<file path="src/rtl/keccak_round_seq.sv">
// rtl/keccak_round_seq.sv - round sequencer for 2-rounds-per-cycle Keccak-f, with iota lane expansion
module keccak_round_seq #(
    parameter int N_STEPS = 12,
    parameter int LANE_W  = 64
) (
    input  logic               clk,
    input  logic               reset,
    input  logic               in_valid,
    output logic               in_ready,
    output logic [N_STEPS-1:0] step_onehot,
    input  logic [6:0]         rc1_c,
    input  logic [6:0]         rc2_c,
    output logic [LANE_W-1:0]  rc1_lane,
    output logic [LANE_W-1:0]  rc2_lane,
    output logic               perm_load,
    output logic               perm_en,
    output logic               perm_last,
    output logic               out_valid,
    input  logic               out_ready
);

    typedef enum logic [1:0] {
        S_IDLE = 2'd0,
        S_RUN  = 2'd1,
        S_DONE = 2'd2
    } state_t;

    state_t             state_q, state_d;
    logic [N_STEPS-1:0] step_q, step_d;
    logic               load_q, load_d;

    always_comb begin
        state_d = state_q;
        step_d  = step_q;
        load_d  = 1'b0;
        case (state_q)
            S_IDLE: begin
                if (in_valid) begin
                    state_d   = S_RUN;
                    step_d    = '0;
                    step_d[0] = 1'b1;
                    load_d    = 1'b1;
                end
            end
            S_RUN: begin
                if (step_q[N_STEPS-1]) begin
                    state_d = S_DONE;
                    step_d  = '0;
                end else begin
                    step_d = step_q << 1;
                end
            end
            S_DONE: begin
                if (out_ready) begin
                    state_d = S_IDLE;
                end
            end
            default: begin
                state_d = S_IDLE;
                step_d  = '0;
            end
        endcase
    end

    always_ff @(posedge clk) begin
        if (reset) begin
            state_q <= S_IDLE;
            step_q  <= '0;
            load_q  <= 1'b0;
        end else begin
            state_q <= state_d;
            step_q  <= step_d;
            load_q  <= load_d;
        end
    end

    assign in_ready    = (state_q == S_IDLE);
    assign perm_en     = (state_q == S_RUN);
    assign perm_last   = perm_en & step_q[N_STEPS-1];
    assign out_valid   = (state_q == S_DONE);
    assign perm_load   = load_q;
    assign step_onehot = step_q;

    // Compressed bit j lands on lane bit 2^j-1; every other lane bit is zero.
    logic [LANE_W-1:0] rc1_x, rc2_x;

    for (genvar i = 0; i < LANE_W; i++) begin : g_lane
        if ((((i + 1) & i) == 0) && ($clog2(i + 1) < 7)) begin : g_rc
            assign rc1_x[i] = rc1_c[$clog2(i + 1)];
            assign rc2_x[i] = rc2_c[$clog2(i + 1)];
        end else begin : g_zero
            assign rc1_x[i] = 1'b0;
            assign rc2_x[i] = 1'b0;
        end
    end

    assign rc1_lane = perm_en ? rc1_x : '0;
    assign rc2_lane = perm_en ? rc2_x : '0;

endmodule

</file>
<file path="config.mk">
export PLATFORM = sky130hd
export DESIGN_NAME = keccak_round_seq
export DESIGN_NICKNAME = d
export VERILOG_FILES = /design/src/rtl/keccak_round_seq.sv
export SDC_FILE = /design/constraint.sdc
export NUM_CORES = 1
export LEC_CHECK = 0
export ABC_AREA = 1
export CAP_MARGIN = 5
export CELL_PAD_IN_SITES_DETAIL_PLACEMENT = 1
export CELL_PAD_IN_SITES_GLOBAL_PLACEMENT = 2
export CORE_ASPECT_RATIO = 1.25
export CORE_MARGIN = 2
export CORE_UTILIZATION = 14
export DETAILED_ROUTE_END_ITERATION = 7
export PLACE_DENSITY = 0.85
export SYNTH_ARGS = -nofsm -noshare
export SYNTH_HDL_FRONTEND = slang
export SYNTH_SLANG_ARGS = --single-unit
</file>
<file path="constraint.sdc">
create_clock -name clk -period 1.8 [get_ports clk]
set_clock_uncertainty 0.2 [all_clocks]
set_input_delay 0.36 -clock clk [delete_from_list [all_inputs] [get_ports clk]]
set_output_delay 0.36 -clock clk [all_outputs]
set_load 0.02 [all_outputs]
</file>
==> flow_summary.ini <==
[status]
status = finished, final reports clean

[critical_path]
critPathBufInv = 1
worst-path-stages = 1
cp.arrival_ns = 1.19
crit_path_end_kind = output port
crit_chain = clkdlybuf4s50_1
worstSetupPathType = reg2out
worstRegToRegCells = 6
startpoint_type = flop
required_ns = 1.24
timing.critical_path.fanout_max = 2
reg2reg_to = state_q[0]
rr_startpoint = state_q[1]
cpLargestDelayFamily = buffers and inverters
crit_path_end = step_onehot[0]
critPathLaunch = step_onehot[0]
crit_path_top_delay_cell = clkdlybuf4s50_1
rrSetupSlack_ns = 0.53
cpPeakStageDelay_ns = 0.63

[yosys]
ys_seq_area_share_pct = 18.8
ys_warn_count = 0
synth_common_cells = buf_4, inv_1, nor2_1
synthFlopType = dfxtp_1
syn_area_um2 = 1600
yosys.area.top_type = buf_4
synth_top_area_share_pct = 54.1
synth.avg_cell_area_um2 = 7.09
synthCells = 225
synthDistinctLibCells = 16
async_flop_share_pct = 0
synth.most_common_cell = buf_4
ys_ff_latch = 15
synth_edf_count = 0
synthTopCellsByArea = buf_4, dfxtp_1, inv_1

[clock_tree]
cts-root-buf = clkbuf_16
cts_tree = done
cts_setup_buffers = 0
clk_pin_slew_ns = 0.05
clk_path_buf_depth = 2
clock_latency_ns = 0.24
h-tree-depth = 1
cts.sinks = 15
cts_inserted_buffers = 3

[final_layout]
nNetsFinal = 301
n_antenna_cell = 0
drive_gt1_share_pct = 13.8
fill_cells = 1405
area_delta_synth_final_pct = 17.6
instances_no_fill = 417

[timing]
final-max-slew-violation-count = 0
clock.fmax_ghz = 0.571
fin_crit_sh_pct = 97.4
finalSetupViolations = 0
finalHoldViolCount = 0
fin_crit_ns = 1.75
rsz0062_at_grt = false
setup_slack_ns = 0.0472

[pwr]
ir_drop_mv = 0.391
power_density_nw_per_um2 = 645
p_leak_nw = 1.14

[global_routing]
grt_pass1_vias = 1022
grt_antenna_before_repair = 0
grtUsageTotal_pct = 5.30
overflow = 0
grt_pass1_wl_um = 4970
grt_max_degree = 16

[route]
wl_per_cell_um = 8.62
first_pass_iters = 2
viasPerCell = 2.91
drc = 0
ant_nets = 0
wirelength_um = 3590
vias = 1212
dr.first_iter.drc_count = 8

[floorplan]
ioPinCount = 163
die-area_um2 = 12300
fp.dieW_um = 99.5
core_area_um2 = 11100
num_rows = 43
start_util_pct = 14.4
die_y_um = 123

[min_path]
hp-class = reg2reg
hp-start = step_onehot[0]

[placement]
pre_cts_slack_ns = -0.372
dpl.hpwl_um = 3200
portBuffers = 48
gp_congestion = 0.700
dp_cells = 413

[flow_run]
cap_violations = 0
==> how the worst min path moves through the flow <==
stage | to | slack, ns | depth (start not counted)
5_1_grt | step_onehot[7] | 0.31 | 2
6_report | step_onehot[0] | 0.28 | 2
3_5_place_dp | step_onehot[0] | 0.27 | 2
3_3_place_gp | step_onehot[10] | 0.27 | 2
4_1_cts | step_onehot[0] | 0.28 | 2
2_1_floorplan | state_q[1] | 0.23 | 1
==> state kept, by name, summed over array words and instances (netlist names) <==
signal / flops
state_q: 2
perm_load: 1
step_onehot: 12
==> metrics by stage <==
stage | TNS, ns | hold slack, ns | cell area (um^2) | total power, mW | utilization, %
2_1_floorplan | 0 | 0.229 | 2020 | 0.861 | -
3_3_place_gp | -4.73 | 0.272 | 1860 | 0.808 | 16.8
3_5_place_dp | -4.92 | 0.273 | 1860 | 0.813 | 16.8
4_1_cts | 0 | 0.282 | 1910 | 1.23 | 17.3
5_1_grt | 0 | 0.306 | 1880 | 1.27 | 16.9
6_report | 0 | 0.275 | 1880 | 1.21 | 16.9
==> power by group <==
group,switching (mW),total [mW],internal [mW]
clock,0.128,0.424,0.296
combinational,0.342,0.438,0.0966
sequential,0.00603,0.347,0.341
==> area by class of cell <==
cell class	count	area [um^2]	share of cell area (%)
Clock buffer	3	75.1	4.00
Clock inverter	1	5.00	0.267
Inverter	24	90.1	4.80
Multi-Input combinational cell	180	744	39.7
Sequential cell	15	302	16.1
Tap cell	135	169	9.01
Timing Repair Buffer	59	490	26.2
==> cells by family (layout without fill, tap and decap cells) <==
| kind of cell | count (synthesis) | in the layout | share of synthesized area [%] |
|---|---|---|---|
| flops | 15 | 15 | 18.8 |
| simple gates | 58 | 58 | 17.0 |
| other cells | 1 | 114 | 0.235 |
| buf+inv | 143 | 87 | 61.4 |
| compound gates | 8 | 8 | 2.51 |
==> metal layers <==
metal / GRT usage, % / share of wire (%) / up-vias
met5: 0 / 0 / -
met4: 2.31 / 1.5 / 0
met3: 1.81 / 13 / 5
li1: - / - / 570
met1: 4.62 / 31 / 529
met2: 10.7 / 54 / 108
==> timing repair <==
action                                  in CTS  in global routing
gates resized for setup                     67                 13
hold buffers                                 0                  0
endpoints found under the hold margin        0                  0
cloned                                       0                  0
endpoints found under the setup margin      25                 14
==> cell usage in the layout (no fill, tap or decap), types with 8 or more instances in the layout <==
master / count
conb_1: 114
nor2_1: 22
inv_1: 22
clkdlybuf4s50_1: 19
nand2_1: 15
buf_2: 15
dfxtp_1: 14
nand3_1: 11
buf_4: 11
dlygate4sd2_1: 8
No activity file was read; power rests on OpenSTA's default activity.
